<file path="config.mk">
export PLATFORM = sky130hd
export DESIGN_NAME = ppu_axis_packer
export DESIGN_NICKNAME = d
export VERILOG_FILES = /design/src/rtl/ppu_axis_packer_pkg.sv /design/src/rtl/vec_fifo.sv /design/src/rtl/ppu_axis_packer.sv
export SDC_FILE = /design/constraint.sdc
export NUM_CORES = 1
export LEC_CHECK = 0
export CORE_UTILIZATION = 35
export CTS_BUF_LIST = sky130_fd_sc_hd__clkbuf_8
export DETAILED_ROUTE_END_ITERATION = 7
export SYNTH_ARGS = -nofsm -noshare
export SYNTH_HDL_FRONTEND = slang
export SYNTH_HIERARCHICAL = 1
export SYNTH_SLANG_ARGS = --single-unit
</file>
<file path="constraint.sdc">
create_clock -name clk -period 4.4 [get_ports clk]
set_input_delay 0.88 -clock clk [delete_from_list [all_inputs] [get_ports clk]]
set_output_delay 0.88 -clock clk [all_outputs]
set_load 0.05 [all_outputs]
</file>
<file path="src/rtl/ppu_axis_packer_pkg.sv">
// Shared constants, FSM encoding and sizing helpers for the PPU AXI-Stream packer.
package ppu_axis_packer_pkg;

  localparam int ARRAY_COL = 16;
  localparam int VEC_W     = ARRAY_COL * 8;

  typedef enum logic [1:0] {
    ST_IDLE  = 2'd0,
    ST_RUN   = 2'd1,
    ST_DRAIN = 2'd2
  } state_e;

  function automatic int beats_per_vec(input int axis_w);
    return VEC_W / axis_w;
  endfunction

  // Index width that stays legal when only one value is needed.
  function automatic int idx_w(input int n);
    return (n > 1) ? $clog2(n) : 1;
  endfunction

endpackage

</file>
<file path="src/rtl/vec_fifo.sv">
// Vector FIFO with extended pointers; exposes the head and the entry behind it so the
// output stage can switch vectors without a bubble.
module vec_fifo #(
  parameter int WIDTH = 128,
  parameter int DEPTH = 4
) (
  input  logic                    clk,
  input  logic                    rst_n,
  input  logic                    i_push,
  input  logic [WIDTH-1:0]        i_wdata,
  input  logic                    i_pop,
  output logic [WIDTH-1:0]        o_rdata,
  output logic [WIDTH-1:0]        o_rdata_nxt,
  output logic                    o_full,
  output logic                    o_empty,
  output logic [$clog2(DEPTH):0]  o_count
);

  localparam int AW = $clog2(DEPTH);

  logic [AW:0]       r_wr_ptr;
  logic [AW:0]       r_rd_ptr;
  logic [WIDTH-1:0]  r_mem [DEPTH];
  logic              w_push;
  logic              w_pop;
  logic [AW-1:0]     w_rd_nxt;

  assign o_full      = (r_wr_ptr[AW] != r_rd_ptr[AW]) && (r_wr_ptr[AW-1:0] == r_rd_ptr[AW-1:0]);
  assign o_empty     = (r_wr_ptr == r_rd_ptr);
  assign o_count     = r_wr_ptr - r_rd_ptr;
  assign w_pop       = i_pop && !o_empty;
  // A pop in the same cycle frees the slot, so a full FIFO still takes the write.
  assign w_push      = i_push && (!o_full || w_pop);
  assign w_rd_nxt    = r_rd_ptr[AW-1:0] + AW'(1);
  assign o_rdata     = r_mem[r_rd_ptr[AW-1:0]];
  assign o_rdata_nxt = r_mem[w_rd_nxt];

  // Read/write pointer update.
  always_ff @(posedge clk or negedge rst_n) begin
    if (!rst_n) begin
      r_wr_ptr <= '0;
      r_rd_ptr <= '0;
    end else begin
      if (w_push) r_wr_ptr <= r_wr_ptr + (AW+1)'(1);
      if (w_pop)  r_rd_ptr <= r_rd_ptr + (AW+1)'(1);
    end
  end

  // Storage array.
  always_ff @(posedge clk or negedge rst_n) begin
    if (!rst_n) begin
      for (int i = 0; i < DEPTH; i++) r_mem[i] <= '0;
    end else if (w_push) begin
      r_mem[r_wr_ptr[AW-1:0]] <= i_wdata;
    end
  end

endmodule

</file>
<file path="src/rtl/ppu_axis_packer.sv">
// Packs 16-lane INT8 PPU vectors into AXI-Stream beats, framed by cfg_vec_count.
// Optional stall counter output enabled by defining PPU_PACKER_STALL_CNT_EN.
module ppu_axis_packer
  import ppu_axis_packer_pkg::*;
#(
  parameter int FIFO_DEPTH = 4,
  parameter int AXIS_W     = 64
) (
  input  logic              clk,
  input  logic              rst_n,
  input  logic              i_valid,
  input  logic [VEC_W-1:0]  i_data_vec,
  input  logic              cfg_start,
  input  logic [15:0]       cfg_vec_count,
  output logic [AXIS_W-1:0] m_axis_tdata,
  output logic              m_axis_tvalid,
  input  logic              m_axis_tready,
  output logic              m_axis_tlast,
  output logic              o_busy,
  output logic              o_done,
  output logic              o_overflow
`ifdef PPU_PACKER_STALL_CNT_EN
  ,
  output logic [31:0]       o_stall_cnt
`endif
);

  localparam int BEATS = beats_per_vec(AXIS_W);
  localparam int BW    = idx_w(BEATS);
  localparam int AW    = $clog2(FIFO_DEPTH);
  localparam logic [BW-1:0] BEAT_LAST = BW'(BEATS - 1);

  state_e             r_state;
  state_e             w_state_nxt;
  logic               w_start_acc;
  logic               w_hs;
  logic               w_pop;
  logic               w_push;
  logic               w_full;
  logic               w_empty;
  logic [AW:0]        w_count;
  logic [AW:0]        w_avail;
  logic [VEC_W-1:0]   w_head;
  logic [VEC_W-1:0]   w_head_nxt;
  logic [VEC_W-1:0]   w_src;
  logic               w_load;
  logic               w_nxt_valid;
  logic               w_nxt_last;
  logic [BW-1:0]      w_nxt_beat;
  logic [15:0]        w_nxt_idx;
  logic [AXIS_W-1:0]  w_nxt_data;

  logic [15:0]        r_vec_cnt;
  logic [15:0]        r_acc_cnt;
  logic [15:0]        r_pop_cnt;
  logic [BW-1:0]      r_beat;
  logic               r_tvalid;
  logic               r_tlast;
  logic [AXIS_W-1:0]  r_tdata;
  logic               r_done;
  logic               r_overflow;

  assign w_start_acc = cfg_start && (r_state == ST_IDLE);
  assign w_hs        = r_tvalid && m_axis_tready;
  assign w_pop       = w_hs && (r_beat == BEAT_LAST);
  assign w_push      = (r_state == ST_RUN) && i_valid && (!w_full || w_pop);

  vec_fifo #(
    .WIDTH (VEC_W),
    .DEPTH (FIFO_DEPTH)
  ) u_fifo (
    .clk         (clk),
    .rst_n       (rst_n),
    .i_push      (w_push),
    .i_wdata     (i_data_vec),
    .i_pop       (w_pop),
    .o_rdata     (w_head),
    .o_rdata_nxt (w_head_nxt),
    .o_full      (w_full),
    .o_empty     (w_empty),
    .o_count     (w_count)
  );

  // FSM state register.
  always_ff @(posedge clk or negedge rst_n) begin
    if (!rst_n) r_state <= ST_IDLE;
    else        r_state <= w_state_nxt;
  end

  // FSM next-state decode.
  always_comb begin
    w_state_nxt = r_state;
    case (r_state)
      ST_IDLE: begin
        if (cfg_start) w_state_nxt = ST_RUN;
        else           w_state_nxt = ST_IDLE;
      end
      ST_RUN: begin
        if (w_push && (r_acc_cnt == r_vec_cnt - 16'd1)) w_state_nxt = ST_DRAIN;
        else                                            w_state_nxt = ST_RUN;
      end
      ST_DRAIN: begin
        if (w_hs && r_tlast) w_state_nxt = ST_IDLE;
        else                 w_state_nxt = ST_DRAIN;
      end
      default: w_state_nxt = ST_IDLE;
    endcase
  end

  // Frame length latch and accepted/emitted vector counters.
  always_ff @(posedge clk or negedge rst_n) begin
    if (!rst_n) begin
      r_vec_cnt <= 16'd0;
      r_acc_cnt <= 16'd0;
      r_pop_cnt <= 16'd0;
    end else if (w_start_acc) begin
      r_vec_cnt <= (cfg_vec_count == 16'd0) ? 16'd1 : cfg_vec_count;
      r_acc_cnt <= 16'd0;
      r_pop_cnt <= 16'd0;
    end else begin
      if (w_push) r_acc_cnt <= r_acc_cnt + 16'd1;
      if (w_pop)  r_pop_cnt <= r_pop_cnt + 16'd1;
    end
  end

  // Sticky drop flag.
  always_ff @(posedge clk or negedge rst_n) begin
    if (!rst_n)                                                      r_overflow <= 1'b0;
    else if (w_start_acc)                                            r_overflow <= 1'b0;
    else if ((r_state == ST_RUN) && i_valid && w_full && !w_pop)     r_overflow <= 1'b1;
    else                                                             r_overflow <= r_overflow;
  end

  // Next output beat: same vector, next FIFO vector, or the vector being written right now
  // when nothing else is queued (gives one-cycle write-to-tvalid latency).
  always_comb begin
    w_load      = !r_tvalid || w_hs;
    w_nxt_valid = 1'b0;
    w_nxt_beat  = '0;
    w_src       = w_head;
    w_nxt_idx   = r_pop_cnt + {15'd0, w_pop};
    w_avail     = w_count - {{AW{1'b0}}, w_pop};
    if (r_tvalid && (r_beat != BEAT_LAST)) begin
      w_nxt_valid = 1'b1;
      w_nxt_beat  = r_beat + BW'(1);
    end else if (w_avail != '0) begin
      w_nxt_valid = 1'b1;
      w_src       = w_pop ? w_head_nxt : w_head;
    end else if (w_push) begin
      w_nxt_valid = 1'b1;
      w_src       = i_data_vec;
    end else begin
      w_nxt_valid = 1'b0;
    end
    w_nxt_data = w_src[int'(w_nxt_beat)*AXIS_W +: AXIS_W];
    w_nxt_last = w_nxt_valid && (w_nxt_beat == BEAT_LAST) && (w_nxt_idx == r_vec_cnt - 16'd1);
  end

  // Registered AXI-Stream output stage.
  always_ff @(posedge clk or negedge rst_n) begin
    if (!rst_n) begin
      r_tvalid <= 1'b0;
      r_tlast  <= 1'b0;
      r_tdata  <= '0;
      r_beat   <= '0;
    end else if (w_load) begin
      r_tvalid <= w_nxt_valid;
      r_tlast  <= w_nxt_last;
      r_tdata  <= w_nxt_valid ? w_nxt_data : '0;
      r_beat   <= w_nxt_beat;
    end else begin
      r_tvalid <= r_tvalid;
      r_tlast  <= r_tlast;
      r_tdata  <= r_tdata;
      r_beat   <= r_beat;
    end
  end

  // Frame completion pulse.
  always_ff @(posedge clk or negedge rst_n) begin
    if (!rst_n) r_done <= 1'b0;
    else        r_done <= w_hs && r_tlast;
  end

`ifdef PPU_PACKER_STALL_CNT_EN
  logic [31:0] r_stall_cnt;

  // Saturating count of cycles where the sink holds off a valid beat.
  always_ff @(posedge clk or negedge rst_n) begin
    if (!rst_n)                                                    r_stall_cnt <= 32'd0;
    else if (w_start_acc)                                          r_stall_cnt <= 32'd0;
    else if (r_tvalid && !m_axis_tready && (r_stall_cnt != '1))    r_stall_cnt <= r_stall_cnt + 32'd1;
    else                                                           r_stall_cnt <= r_stall_cnt;
  end

  assign o_stall_cnt = r_stall_cnt;
`endif

  assign m_axis_tdata  = r_tdata;
  assign m_axis_tvalid = r_tvalid;
  assign m_axis_tlast  = r_tlast;
  assign o_busy        = (r_state == ST_RUN);
  assign o_done        = r_done;
  assign o_overflow    = r_overflow;

endmodule

</file>
# ---- Yosys cells after proc, flatten, opt, wreduce, memory -nomap -nowiden
# Index checks and enable logic that the tools add are counted.
dict set report totals {
  ff_bits 637
  latch_bits 0
  ramBits 0
  mem_bits_ro 0
  input_bits 149
  out_inout_bits 69
  elab_cells 100
  mem_count 0
}
dict set report classes {
  n_addsub 10
  mul 0
  div_mod_pow 0
  n_lt_le_gt_ge 4
  n_eq_ne 7
  shift 1
  muxes 29
  n_bitwise 4
  n_reduce_logical 29
}
# cell n
set op_table {}
lappend op_table {{$mux 128} 9}
lappend op_table {{$bmux 128 s2} 2}
lappend op_table {{$bwmux 512} 1}
lappend op_table {{$demux 128 s2} 1}
lappend op_table {{$shiftx 128x8->64} 1}
lappend op_table {{$mux 16} 5}
lappend op_table {{$mux 64} 1}
lappend op_table {{$add 16x1->16 const B} 2}
lappend op_table {{$eq 16x16->1} 2}
lappend op_table {{$add 16x1->16} 1}
lappend op_table {{$logic_and 1x1->1} 16}
lappend op_table {{$logic_not 16->1} 1}
lappend op_table {{$sub 16x1->16 const B} 1}
lappend op_table {{$ge 3x3->1 const B} 3}
lappend op_table {{$not 2->3} 3}
lappend op_table {{$mux 1} 7}
lappend op_table {{$add 3x1->3 const B} 2}
lappend op_table {{$pmux 2 s3} 1}
lappend op_table {{$reduce_bool 2->1} 3}
lappend op_table {{$logic_not 1->1} 4}
lappend op_table {{$mux 2} 2}
lappend op_table {{$eq 3x3->1} 1}
lappend op_table {{$logic_or 1x1->1} 3}
lappend op_table {{$lt 3x1->1 const B} 1}
lappend op_table {{11 further kinds} 11}

# ---- Depth between registers and ports, before layout
dict set report logic_depth {
  word_depth 10
  ltp_mapped 14
  mapped_depth_nobuf 12
}

# ---- By module
# The synthesis kept the hierarchy.
# module n_inst cells_each area_per_inst_um2 seq_area_each_um2
set modules_own_cells {}
lappend modules_own_cells {vec_fifo 1 1440 27400.0 12962.4}
lappend modules_own_cells {ppu_axis_packer 1 789 7195.7 2977.9}

# ---- Worst setup path after synthesis
# Ideal clock, no wire load.
dict set report synth_timing {
  path_kind {reg2reg}
  startpoint {reg u_fifo.r_rd_ptr[1]}
  endpoint {reg u_fifo/r_mem[107] in the netlist's numbering}
  setup_ns 0.125
  arrival_ns 3.130
  t_required_ns 4.275
  path_slack_ns 1.145
  stages_incl_launch_ff 15
  n_path_buf 6
  synth_period_minus_slack_ns 3.255
  path_cell_list {dfrtp_1 > clkbuf_1 > buf_2 > buf_2 > buf_2 > inv_1 > ha_1 > nand2_1 > nor2_1 > a21oi_2 > and2_1 > o21ai_1 > buf_4 > buf_4 > mux2_2}
}
dict set report synth_between {
  elab_chain_cells 6
  word_cells_on_any_way 10
  classes_between {2 x eq/ne; 8 x reduce/logical}
}
# element line
set synth_lines {}
lappend synth_lines {{from (decl)} vec_fifo.sv:22} ;# logic [AW:0] r_rd_ptr;
lappend synth_lines {{from (signal assigned)} vec_fifo.sv:45} ;# if (w_pop) r_rd_ptr <= r_rd_ptr + (AW+1)'(1);
lappend synth_lines {{$eq 2x2->1} vec_fifo.sv:28} ;# assign o_full = (r_wr_ptr[AW] != r_rd_ptr[AW]) && (r_wr_ptr[AW-1:0] == r_rd_ptr[AW-1:0]);
lappend synth_lines {{$logic_and 1x1->1} vec_fifo.sv:28}
lappend synth_lines {{via w_full} ppu_axis_packer.sv:39} ;# logic w_full;
lappend synth_lines {{$logic_not 1->1} ppu_axis_packer.sv:66} ;# assign w_push = (r_state == ST_RUN) && i_valid && (!w_full || w_pop);
lappend synth_lines {{$logic_or 1x1->1} ppu_axis_packer.sv:66}
lappend synth_lines {{$logic_and 1x1->1} ppu_axis_packer.sv:66}
lappend synth_lines {{via w_push} ppu_axis_packer.sv:38} ;# logic w_push;
lappend synth_lines {{$logic_and 1x1->1} vec_fifo.sv:33} ;# assign w_push = i_push && (!o_full || w_pop);
lappend synth_lines {{to (signal, indexed assignment)} vec_fifo.sv:54} ;# r_mem[r_wr_ptr[AW-1:0]] <= i_wdata;
lappend synth_lines {{to (decl)} vec_fifo.sv:23} ;# logic [WIDTH-1:0] r_mem [DEPTH];
# The timed path passes the listed nets, and every way through them passes these cells.
# A chain may end at the register's enable or synchronous reset.

# ---- Final worst setup path
dict set report layout_timing {
  startpoint {reg u_fifo.r_rd_ptr[1]}
  endpoint {reg u_fifo/r_mem[382] in the netlist's numbering}
}
# The elaborated chain is that of the path after synthesis.

==> flow_metrics.tcl <==
set metrics [dict create \
    fin_tns_setup_ns 0 \
    cap_violations 0 \
    final.min_clock_period_ns 3.38 \
    wirelength_um 88300 \
    preCtsSetupSlack_ns 0.506 \
    path_common_cell "buf_4" \
    area_growth_pct 17.3 \
    cts_resized 0 \
    coreArea_um2 93500 \
    syn_inst 2155 \
    rsz0062_at_grt "false" \
    ir_worst_vdd_v 0.000532 \
    grt_max_degree 130 \
    r2r_start "u_fifo/r_rd_ptr[1]$_DFFE_PN0P_" \
    worstPathCellList "inv_1 > ha_1 > nand2_1 > nor2_1 > a21oi_2 > buf_4 > o211ai_4 > buf_12 > buf_4 > mux2_4" \
    p_sw_mw 12.8 \
    fin_skew_ns 0.0587 \
    hold_viol 0 \
    cp.required_ns 5.01 \
    initial_core_util 0.354 \
    powerDensity_nw_per_um2 890 \
    avgViaCountPerCell 5.38 \
    combPwrFrac 0.507 \
    drt_iter0_markers 1199 \
    timing.final.max_slew_violations 0 \
    num_vias 20100 \
    io_pins 218 \
    cts.sinks 637 \
    leakage_nw 17.2 \
    synth_area_um2 33100 \
    met1_usage 0.242 \
    clk_transition_reported_paths_ns 0.07 \
    final_nets 2551 \
    die_w_um 310 \
    grtUsageMet2 0.304 \
    cts_setup_buffers 0 \
    status "finished, final reports clean" \
    die_h_um 310 \
    grt_util_met3 0.0346 \
    fin_crit_sh 0.768 \
    die_area_um2 95800 \
    crit_type "reg -> reg" \
    synth_area_per_cell_um2 15.4 \
    clock_path_buffers 3 \
    clock_latency_ns 0.78 \
    first_pass_iters 4 \
    worstPathMaxFanout 31 \
    end_kind "flop" \
    grt_antenna_before_repair 18 \
    yosysWarnings 6 \
    cp_slowest_cell "dfrtp_4" \
    worst_slew_pin_slew_ns 0.939 \
    internal-power_mw 21.8 \
    p_sw_frac 0.369 \
    whs_ns 0.164 \
    ant_nets 0 \
    first_global_vias 22400 \
    max_freq_mhz 296 \
    layout_setup_ws_ns 1.02 \
    startpoint "u_fifo/r_rd_ptr[1]$_DFFE_PN0P_" \
    drive_gt1_frac 0.398 \
    final_common_cell "dfrtp_1" \
    p_total_mw 34.6 \
    hpwlAfterDp_um 53000 \
    critPathArrivalTime_ns 3.99 \
    final_cell_mix "635 x dfrtp_1, 360 x mux2_4, 216 x clkdlybuf4s50_1" \
    startpoint_type "flop" \
    num_rows 112 \
    cts_buffers 115 \
    place_area_um2 36300 \
    cts_tree "done" \
    design_area_um2 38800 \
    cts_hold_buf 0 \
    slowest_delay_ns 0.74 \
    grt_pass1_wl_um 137000 \
    p_seq_frac 0.320 \
    relSlewSlack 0.374 \
    busiest_layer "met2" \
    track_usage 0.186 \
    io_buffers 217 \
    gp_congestion 0.804 \
    drcViolationCount 0 \
    grt-ovfl-total 0 \
    min_path_type "in -> async" \
    htree_levels 3 \
    pwr-share-clk 0.174 \
    cts-root-buf "clkbuf_8" \
    wl_per_cell_um 23.6 \
    setup_violations 0 \
    syn_nets 2318 \
]
## cell type report
cell class              instances  area [µm²]
inverters                      11        41.3
multi-input cells            1346       15800
clock buffers                 153        2110
repair buffers                277        2950
clock inverters                53         397
well taps                    1254        1570
flip-flops and latches        637       15900
diodes                         11        27.5
fillers                      8454       54600
## final timing paths
check | end | slack, ns | depth (start not counted)
max | u_fifo/r_mem[382]$_DFFE_PN0P_ | 1.02 | 10
min | r_acc_cnt[15]$_DFFE_PN0P_ | 0.16 | 1
max reg2reg | u_fifo/r_mem[382]$_DFFE_PN0P_ | 1.02 | 10
min reg2reg | u_fifo/r_mem[110]$_DFFE_PN0P_ | 0.50 | 1
max in group asynchronous | u_fifo/r_mem[77]$_DFFE_PN0P_ | 3.01 | 2
min in group clk | u_fifo/r_mem[110]$_DFFE_PN0P_ | 0.50 | 1
## stage by stage
stage / util / std cells
floorplan: - / 2155
global route: 0.416 / 3742
detailed placement: 0.389 / 3525
CTS: 0.415 / 3731
global placement: 0.389 / 3525
finish: 0.416 / 3742
## registers in the layout, summed over array words and instances, names as in the netlist
name and flops:
m_axis_tdata 64, r_pop_cnt 16, r_state 2, m_axis_tlast 1
u_fifo/r_mem 512, m_axis_tvalid 1, r_acc_cnt 16, o_done 1
u_fifo/r_wr_ptr 3, o_overflow 1, u_fifo/r_rd_ptr 3, r_vec_cnt 16
r_beat 1
## critical path: cells and delay by family (launching register included)
kind	cells	cell delay, ns
AO/OA/AOI/OAI	2	0.29
adder cells (fa/ha/maj)	1	0.33
buffers and inverters	4	0.95
flip-flops	1	0.74
multiplexers	1	0.33
AND/OR/NAND/NOR	2	0.47
## per-layer routing
metal | up-vias | share of wire
li1 | 8615 | -
met1 | 10800 | 0.43
met2 | 500 | 0.49
met3 | 170 | 0.045
met4 | 14 | 0.029
met5 | - | 0.0010
## power by group through the flow
stage	clock [mW]	sequential (mW)	combinational [mW]
floorplan	0	11.1	13.1
global placement	0	10.8	17.3
detailed placement	0	11.1	17.6
CTS	6.18	11.0	17.7
global route	6.46	11.4	18.6
finish	6.00	11.0	17.5
No activity file was read; power rests on OpenSTA's default activity.
